[config.mk]
export PLATFORM = sky130hd
export DESIGN_NAME = fp_norm_round_pipe
export DESIGN_NICKNAME = d
export VERILOG_FILES = /design/src/rtl/fp_pkg.sv /design/src/rtl/fp_lzc.sv /design/src/rtl/fp_norm_round_pipe.sv
export SDC_FILE = /design/constraint.sdc
export NUM_CORES = 1
export LEC_CHECK = 0
export CORE_MARGIN = 4
export CORE_UTILIZATION = 51
export DETAILED_ROUTE_END_ITERATION = 6
export GPL_TIMING_DRIVEN = 0
export HOLD_SLACK_MARGIN = 0.1
export PLACE_DENSITY = 0.85
export SLEW_MARGIN = 20
export SYNTH_ARGS = -nofsm -noshare
export SYNTH_HDL_FRONTEND = slang
export SYNTH_HIERARCHICAL = 1
export SYNTH_SLANG_ARGS = --single-unit
[constraint.sdc]
create_clock -name clk -period 2.82 [get_ports clk]
set_input_delay 0.564 -clock clk [delete_from_list [all_inputs] [get_ports clk]]
set_output_delay 0.564 -clock clk [all_outputs]
set_load 0.01 [all_outputs]
[src/rtl/fp_pkg.sv]
// fp_pkg -- shared definitions for the floating-point normalise/round pipeline.
//   FP_EXP_W / FP_MAN_W : default exponent and stored-fraction widths (binary32)
//   FLAG_*              : bit positions of the flag nibble {overflow, underflow, inexact, zero}
//   fp_flags_t          : packed view of the same nibble
//   fp_rmode_t          : rounding modes; the pipeline implements RM_RNE only
package fp_pkg;

    localparam int FP_EXP_W = 8;
    localparam int FP_MAN_W = 23;

    localparam int FLAG_ZERO      = 0;
    localparam int FLAG_INEXACT   = 1;
    localparam int FLAG_UNDERFLOW = 2;
    localparam int FLAG_OVERFLOW  = 3;

    typedef struct packed {
        logic overflow;
        logic underflow;
        logic inexact;
        logic zero;
    } fp_flags_t;

    typedef enum logic [1:0] {
        RM_RNE = 2'd0,
        RM_RTZ = 2'd1,
        RM_RDN = 2'd2,
        RM_RUP = 2'd3
    } fp_rmode_t;

endpackage

[src/rtl/fp_lzc.sv]
// fp_lzc -- combinational leading-zero counter.
//   in_bits : W-bit vector, MSB first
//   count   : number of zeros above the highest set bit (W when in_bits == 0)
module fp_lzc
    import fp_pkg::*;
#(
    parameter  int W  = 27,
    localparam int CW = $clog2(W + 1)
) (
    input  logic [W-1:0]  in_bits,
    output logic [CW-1:0] count
);

    // Ascending scan: the highest set bit is the last to write count.
    always_comb begin
        count = CW'(W);
        for (int i = 0; i < W; i++) begin
            if (in_bits[i]) begin
                count = CW'(W - 1 - i);
            end
        end
    end

endmodule

[src/rtl/fp_norm_round_pipe.sv]
// fp_norm_round_pipe -- two-stage valid/ready pipeline that normalises an
// unnormalised magnitude (stage 1) and rounds to nearest-even and packs it
// into {sign, exp, fraction} (stage 2).
//
// Handshake: a beat moves across an interface on a rising clk edge where the
// producer's valid and the consumer's ready are both high. A stage loads when
// it is empty or its current beat leaves the same cycle; in_ready is
// combinational from out_ready, and out_result/out_flags hold while stalled.
//
// Ports:
//   clk, rst_n            clock (rising edge), asynchronous active-low reset
//   in_valid/in_ready     input handshake
//   in_sign, in_exp       sign and biased exponent before normalisation
//   in_mant               {carry, hidden, fraction, guard, round, sticky}
//   out_valid/out_ready   output handshake
//   out_result            {sign, exp, fraction}
//   out_flags             {overflow, underflow, inexact, zero}
//
// Build option: define FP_NORM_SUBNORMAL_EN to produce subnormal results;
// otherwise tiny results flush to signed zero.
module fp_norm_round_pipe
    import fp_pkg::*;
#(
    parameter  int EXP_W = FP_EXP_W,
    parameter  int MAN_W = FP_MAN_W,
    localparam int IN_W  = MAN_W + 5
) (
    input  logic                   clk,
    input  logic                   rst_n,
    input  logic                   in_valid,
    output logic                   in_ready,
    input  logic                   in_sign,
    input  logic [EXP_W-1:0]       in_exp,
    input  logic [IN_W-1:0]        in_mant,
    output logic                   out_valid,
    input  logic                   out_ready,
    output logic [EXP_W+MAN_W:0]   out_result,
    output logic [3:0]             out_flags
);

    localparam int NW = IN_W - 1;          // normalised width: hidden..sticky
    localparam int EW = EXP_W + 2;         // signed internal exponent width
    localparam int CW = $clog2(NW + 1);
    localparam logic signed [EW-1:0] EXP_ONE = EW'(1);
    localparam logic signed [EW-1:0] EXP_INF = EW'((1 << EXP_W) - 1);

    // ---------------- handshake ----------------
    logic s1_valid, s2_valid, s1_advance, s1_load;

    assign s1_advance = s1_valid & (!s2_valid | out_ready);
    assign in_ready   = !s1_valid | s1_advance;
    assign s1_load    = in_valid & in_ready;
    assign out_valid  = s2_valid;

    // ---------------- stage 1: normalise ----------------
    logic [CW-1:0]          lz, shamt;
    logic signed [EW-1:0]   in_exp_s, n_exp;
    logic [NW-1:0]          n_mant;

    fp_lzc #(.W(NW)) u_lzc (
        .in_bits (in_mant[NW-1:0]),
        .count   (lz)
    );

    always_comb begin
        in_exp_s = $signed({2'b00, in_exp});
        shamt    = lz;
        n_mant   = in_mant[NW-1:0];
        n_exp    = in_exp_s;
        if (in_mant[IN_W-1]) begin
            // Carry set: one place right, the dropped bit folds into sticky.
            n_mant = {in_mant[IN_W-1:2], |in_mant[1:0]};
            n_exp  = in_exp_s + EXP_ONE;
        end else begin
`ifdef FP_NORM_SUBNORMAL_EN
            // Stop the left shift once the exponent reaches 1.
            if (in_exp == '0) begin
                shamt = '0;
            end else if (in_exp_s - EXP_ONE < $signed({{(EW-CW){1'b0}}, lz})) begin
                shamt = CW'(in_exp_s - EXP_ONE);
            end
`endif
            n_mant = in_mant[NW-1:0] << shamt;
            n_exp  = in_exp_s - $signed({{(EW-CW){1'b0}}, shamt});
`ifdef FP_NORM_SUBNORMAL_EN
            // With the shift limited, only a zero input exponent sits below 1;
            // one right step re-expresses it at exponent 1 (subnormal scale).
            if (in_exp == '0) begin
                n_mant = {1'b0, n_mant[NW-1:2], |n_mant[1:0]};
                n_exp  = EXP_ONE;
            end
`endif
        end
    end

    logic                 s1_sign, s1_zero;
    logic signed [EW-1:0] s1_exp;
    logic [NW-1:0]        s1_mant;

    always_ff @(posedge clk or negedge rst_n) begin
        if (!rst_n) begin
            s1_valid <= 1'b0;
            s1_sign  <= 1'b0;
            s1_zero  <= 1'b0;
            s1_exp   <= '0;
            s1_mant  <= '0;
        end else begin
            if (in_ready) begin
                s1_valid <= in_valid;
            end
            if (s1_load) begin
                s1_sign <= in_sign;
                s1_zero <= (in_mant == '0);
                s1_exp  <= n_exp;
                s1_mant <= n_mant;
            end
        end
    end

    // ---------------- stage 2: round and pack ----------------
    logic                  inc, inexact;
    logic [MAN_W+1:0]      rnd;          // {carry, hidden, fraction}
    logic signed [EW-1:0]  r_exp;
    logic [MAN_W-1:0]      r_frac;
    logic [EXP_W+MAN_W:0]  r_result;
    fp_flags_t             r_flags;

    always_comb begin
        inexact = |s1_mant[2:0];
        inc     = s1_mant[2] & (s1_mant[1] | s1_mant[0] | s1_mant[3]);
        rnd     = {1'b0, s1_mant[NW-1:3]} + {{(MAN_W+1){1'b0}}, inc};
        r_frac  = rnd[MAN_W-1:0];
        r_exp   = s1_exp;
        if (rnd[MAN_W+1]) begin
            r_frac = '0;
            r_exp  = s1_exp + EXP_ONE;
        end else if (!rnd[MAN_W]) begin
            // No hidden bit: subnormal or zero magnitude, exponent field 0.
            r_exp = '0;
        end

        r_result        = {s1_sign, r_exp[EXP_W-1:0], r_frac};
        r_flags         = '0;
        r_flags.inexact = inexact;

        if (s1_zero) begin
            r_result     = '0;
            r_flags      = '0;
            r_flags.zero = 1'b1;
        end else if (r_exp >= EXP_INF) begin
            r_result          = {s1_sign, {EXP_W{1'b1}}, {MAN_W{1'b0}}};
            r_flags.overflow  = 1'b1;
            r_flags.inexact   = 1'b1;
        end
`ifdef FP_NORM_SUBNORMAL_EN
        else begin
            r_flags.underflow = inexact & (r_exp == '0);
            r_flags.zero      = (r_exp == '0) && (r_frac == '0);
        end
`else
        else if (r_exp < EXP_ONE) begin
            r_result          = {s1_sign, {(EXP_W+MAN_W){1'b0}}};
            r_flags.underflow = 1'b1;
            r_flags.inexact   = 1'b1;
            r_flags.zero      = 1'b1;
        end
`endif
    end

    fp_flags_t s2_flags;

    always_ff @(posedge clk or negedge rst_n) begin
        if (!rst_n) begin
            s2_valid   <= 1'b0;
            out_result <= '0;
            s2_flags   <= '0;
        end else begin
            if (!s2_valid | out_ready) begin
                s2_valid <= s1_valid;
            end
            if (s1_advance) begin
                out_result <= r_result;
                s2_flags   <= r_flags;
            end
        end
    end

    assign out_flags = s2_flags;

endmodule

; Yosys cells after proc, flatten, opt, wreduce, memory -nomap -nowiden
; Cells that the tools add are included.
[op_classes]
shift = 1
n_bitwise = 7
n_eq_ne = 0
mul = 0
n_addsub = 4
div = 0
n_lt_le_gt_ge = 2
n_mux = 41
n_reduce_logical = 5
[op_table]
columns = operator, n
row1 = 5-bit 2-to-1 mux, 16
row2 = 31-bit 2-to-1 mux, 2
row3 = 4-bit 2-to-1 mux, 9
row4 = 32-bit 2-to-1 mux, 1
row5 = 10-bit 2-to-1 mux, 3
row6 = 28-bit logical NOT, 1
row7 = 27-bit 2-to-1 mux, 1
row8 = 27-bit by 5-bit left shift with 27-bit output, 1
row9 = 24-bit by 1-bit adder with 25-bit output, 1
row10 = 23-bit 2-to-1 mux, 1
row11 = 10-bit by 2-bit adder with 10-bit output (second input constant), 1
row12 = 10-bit by 9-bit >= comparator with 1-bit output (second input constant), 1
row13 = 10-bit by 2-bit < comparator with 1-bit output (second input constant), 1
row14 = 8-bit by 1-bit adder with 9-bit output (second input constant), 1
row15 = 8-bit by 5-bit subtractor with 9-bit output, 1
row16 = 1-bit 2-to-1 mux, 5
row17 = 2-bit 2-to-1 mux, 2
row18 = 1-bit OR, 4
row19 = 1-bit bitwise AND, 3
row20 = 3-bit 2-to-1 mux, 1
row21 = 3-bit OR reduction, 1
row22 = 1-bit logical NOT, 2
row23 = 2-bit OR reduction, 1
[totals]
mem_bits_rw = 0
ff_bits = 77
latchBits = 0
romBits = 0
output_inout_bits = 38
n_memories = 0
word_cells = 71

; Depth between registers and ports, before layout
[depth]
depth_word = 29
ltp_mapped = 17
ltp_nobuf = 14

; Hierarchy
; Netlist, hierarchy kept.
[modules_own_cells]
columns = mod, cells_per_inst, n_inst, area_per_inst_um2
row1 = fp_norm_round_pipe, 669, 1, 5738.0
row2 = fp_lzc, 51, 1, 277.8

; Worst setup path after synthesis
; No wires, ideal clock.
[synth_path]
kind = in2reg
startpoint = in in_mant[10]
endpoint = reg s1_exp[6]
stages = 17
required_ns = 2.737
n_path_buf = 3
arrival_time_ns = 3.822
setup_ns = 0.083
slack_ns = -1.084
cell_sequence = or4_1 o21ai_1 nand2_1 a21oi_2 clkbuf_1 inv_1 clkbuf_1 clkbuf_1 ha_1 nor2b_1 o21ai_0 nand2b_1 and2_1 or4_1 o21a_1 xor2_1 o21ai_0
[synth_via]
elab_chain_len = 19
[synth_rtl]
columns = element, line
row1 = start: declaration, fp_norm_round_pipe.sv:34  ; input logic [IN_W-1:0] in_mant,
row2 = 4-bit 2-to-1 mux, fp_lzc.sv:18  ; if (in_bits[i]) begin
row3 = 5-bit 2-to-1 mux (16 in a row), fp_lzc.sv:18
row4 = net lz[2], fp_norm_round_pipe.sv:56  ; logic [CW-1:0] lz, shamt;
row5 = 8-bit by 5-bit subtractor with 9-bit output, fp_norm_round_pipe.sv:84  ; n_exp = in_exp_s - $signed({{(EW-CW){1'b0}}, shamt});
row6 = 10-bit 2-to-1 mux, fp_norm_round_pipe.sv:70  ; if (in_mant[IN_W-1]) begin
row7 = end signal: assignment, fp_norm_round_pipe.sv:114  ; s1_exp <= n_exp;
row8 = end: declaration, fp_norm_round_pipe.sv:97  ; logic signed [EW-1:0] s1_exp;
; The timed path passes the listed nets, and every way through them passes these cells.
; A chain may end at the register's enable or synchronous reset.

; Worst setup path after layout
[layout_path]
startpoint = in in_mant[19]
endpoint = reg s1_exp[8]
[layout_via]
elab_chain_len = 10
[layout_rtl]
columns = element, line
row1 = 5-bit 2-to-1 mux (8 in a row), fp_lzc.sv:18
row2 = net lz[3], fp_norm_round_pipe.sv:56
row3 = 8-bit by 5-bit subtractor with 9-bit output, fp_norm_round_pipe.sv:84
row4 = 10-bit 2-to-1 mux, fp_norm_round_pipe.sv:70
; The timed path passes the listed nets, and every way through them passes these cells.

==> impl_results.md <==
- Met2 wire len: 10800 um
- Most common cell after layout, fill and taps aside: nand2_1
- DRC violations left: 0
- Failing checks: setup timing
- MaxCap Viol Count: 0
- Clock power frac: 0.283
- Largest area contributor in the netlist: dfrtp_1
- DR WL/cell: 22.0 um
- Fraction of registers with async set/reset: 1.00
- Total power: between 4 and 5 mW
- DRT iter0 DRCs: 683
- Routed wire length: around 22000 um
- Multi-input logic area: roughly 4400 sq um
- CP endpoint kind: register
- Full die area: between 10000 and 15000 sq um
- Switching power of the nets: ~1.5 mW
- Yosys warns: 6
- Largest family of logic cells by synthesized area: simple AND/OR/NAND/NOR gates
- Sw Share: 0.339
- Top cells by area, synth: dfrtp_1 (32%), nand2_1 (7.9%), mux4_2 (7.1%)
- Initial antenna violation count: 0
- Netlist cell types: 70
- Boundary Pins: between 70 and 80
- Crit path launch type: input port
- Sequential fraction of the synthesis area: 0.320
- Final setup viols: between 40 and 50
- Die Ht: ~120 um
- RSZ-0062 raised after global routing: yes
- Synth Area in Adders: 0.0200
- Sequential Area: approximately 1900 sq um
- Final worst path period share: 1.20
- EDFF count, synth: 0
- HP Class: reg -> reg
- Fin. max-slew vios: 0
- Most frequent cells in the layout: nand2_1 (122), dfrtp_1 (74), clkdlybuf4s50_1 (50)
- H-tree Lvls: 3
- #FFs+latches synth: 77
- Top sig layer: met4
- Final hold vios: 0
- CP startpoint: in_mant[19]
- Largest net degree at the start of global routing: a little over 60
- Die width: between 100 and 150 um
- First-pass DRT Iterations: 5
- CTS tree: done
- Share of cells above drive strength 1: 0.295
- Predominant post-synthesis flop cell: dfrtp_1
- Grt total ovfl: 0
- Reg clk slew, reported paths: roughly 60 ps
- Comb power frac: 0.379
- Routed vias: 6593
- Number of port buffers: 78
- Flop pwr share: 0.337
- Mapped Nets: 770
- Core region area: roughly 11000 sq um
- Area Growth Syn to Fin: 43.9%
- Skew-Pair Late Insertion Delay: between 300 and 400 ps
- Overall global routing resource usage: 0.325
- Peak supply drop: approximately 0.00067 V
- Cell area after synthesis: ~6000 sq um
- Status: complete, but fails checks
- WL met3: 1870 um
- # diodes: 0
- Vias in the first global route: 6473
- Crit Path Class: in -> reg
- Fraction of the mapped netlist area in compound gates: 0.212
- Crit path DAT: 3650 ps
- Nets@finish: just over 900
- Cell Rows: 39
- Vias/cell: between 6 and 7
- Measured slew at the worst slew-check pin: 891 ps
- Post-Syn Instances: 720
- Clock Sinks: 77
- FMAX: roughly 300 MHz
- Hold Startpoint: out_result[27]
- Post-synthesis simple-gate area fraction: 0.227
- Worst r2r src: s1_mant[10]
- Root buffer cell: clkbuf_16
- Final Wtd Congestion: 0.962
- Worst Clk Skew: roughly 7 ps
- Final ANT Viol Nets: 0
- Max Root-Sink Buffers: 2
- Synth top area share: 0.320
- Leakage: 3.54 nW
- Hpwl dp: between 15000 and 20000 um
- First-pass GRT wire length: about 34000 um
- Maximum net fanout on the critical path: 8
- M1 wire length: a little over 8000 um
- Initial Util: 0.525
- Syn Area/Cell: 8.36 sq um
- Cts bufs inserted: 9
- Internal power: roughly 3 mW
- Tmin final: between 3000 and 4000 ps
- Relative slew slack: 0.404
- Worst EP required: 3090 ps
- Fin Hold WS: ~480 ps
- Mux contribution to synthesized area: 0.134
- Worst Slack Setup Final: -562 ps
- Fill cells: ~770
- Power density over cell area: 523 nW/um^2
- Synth Area in XOR/XNOR: 0.0422
## worst max-delay path: stages
cell	delay (ps)
clkdlybuf4s15_2	270
nor4_2	440
nand3_1	190
nor2_1	170
buf_2	310
inv_4	130
ha_1	380
o21ai_2	80
nand2b_1	80
and2_4	140
or4_4	440
nor3_4	230
a311oi_2	70
a21oi_1	150
## layout make-up
class / count / area share
Buffer: 42 / 0.0382
Clock inverter: 5 / 0.00940
Inverter: 19 / 0.00968
Sequential cell: 77 / 0.223
Multi-Input combinational cell: 578 / 0.512
Timing Repair Buffer: 136 / 0.157
Clock buffer: 11 / 0.0292
Tap cell: 143 / 0.0207
## power groups by stage
stage	combinational (mW)	sequential (mW)	clock (mW)
2_1_floorplan	0.726	1.55	0
3_3_place_gp	1.36	1.51	0
3_5_place_dp	1.40	1.53	0
4_1_cts	1.63	1.51	1.28
5_1_grt	1.84	1.56	1.33
6_report	1.72	1.53	1.28
## flip-flops by register name, indices dropped and copies added (netlist names)
register and flops:
out_result 32, out_flags 4, s1_valid 1, s1_mant 27, s1_zero 1, out_valid 1
s1_sign 1, s1_exp 10
## path summary, 6_finish.rpt
check,endpoint,slack (ps),cells after the start
max reg2reg,out_result[17],-90,12
min in group asynchronous,out_result[21],640,2
min,out_result[27],480,2
max in group asynchronous,s1_exp[1],1610,3
max,s1_exp[8],-560,14
min reg2reg,out_result[27],480,2
## synthesized netlist by cell type, types with 14 or more instances
master and n:
a21oi_1 38, nand2_1 127, a22oi_1 14, nor4_1 16
nor2_1 46, o21ai_0 59, mux4_2 19, o21ai_1 17
inv_1 17, clkbuf_1 32, xnor2_1 16, dfrtp_1 77
nand3_1 23, mux2i_1 30
## metrics by stage
step | util | instances | TNS, ps | area (sq um) | worst slack (ps)
2_1_floorplan | - | 720 | -2970 | 6140 | -605
3_3_place_gp | 0.619 | 941 | -144360 | 7100 | -1500
3_5_place_dp | 0.621 | 942 | -57090 | 7120 | -1550
4_1_cts | 0.732 | 1003 | -7220 | 8390 | -531
5_1_grt | 0.755 | 1011 | -14390 | 8660 | -654
6_report | 0.755 | 1011 | -7650 | 8660 | -562
## layer usage
metal	vias up	track usage
li1	2929	-
met1	3116	0.402
met2	438	0.548
met3	110	0.0492
met4	0	0.177
met5	-	0
## repair_timing
action	4_1_cts	5_1_grt
setup buffers	46	10
endpoints found under the hold margin	16	0
gates resized for setup	254	69
pin swaps	48	27
endpoints found under the setup margin	70	60
cloned	1	1
hold buffers	1	0
## kinds of logic (layout without fill, tap and decap cells)
group,count (synthesis),count (layout)
simple gates,286,286
compound gates,198,198
flops,77,77
buf+inv,65,213
mux,56,56
xor+xnor,29,29
fa+ha+maj,9,9
Power figures use the tool's default switching activity.
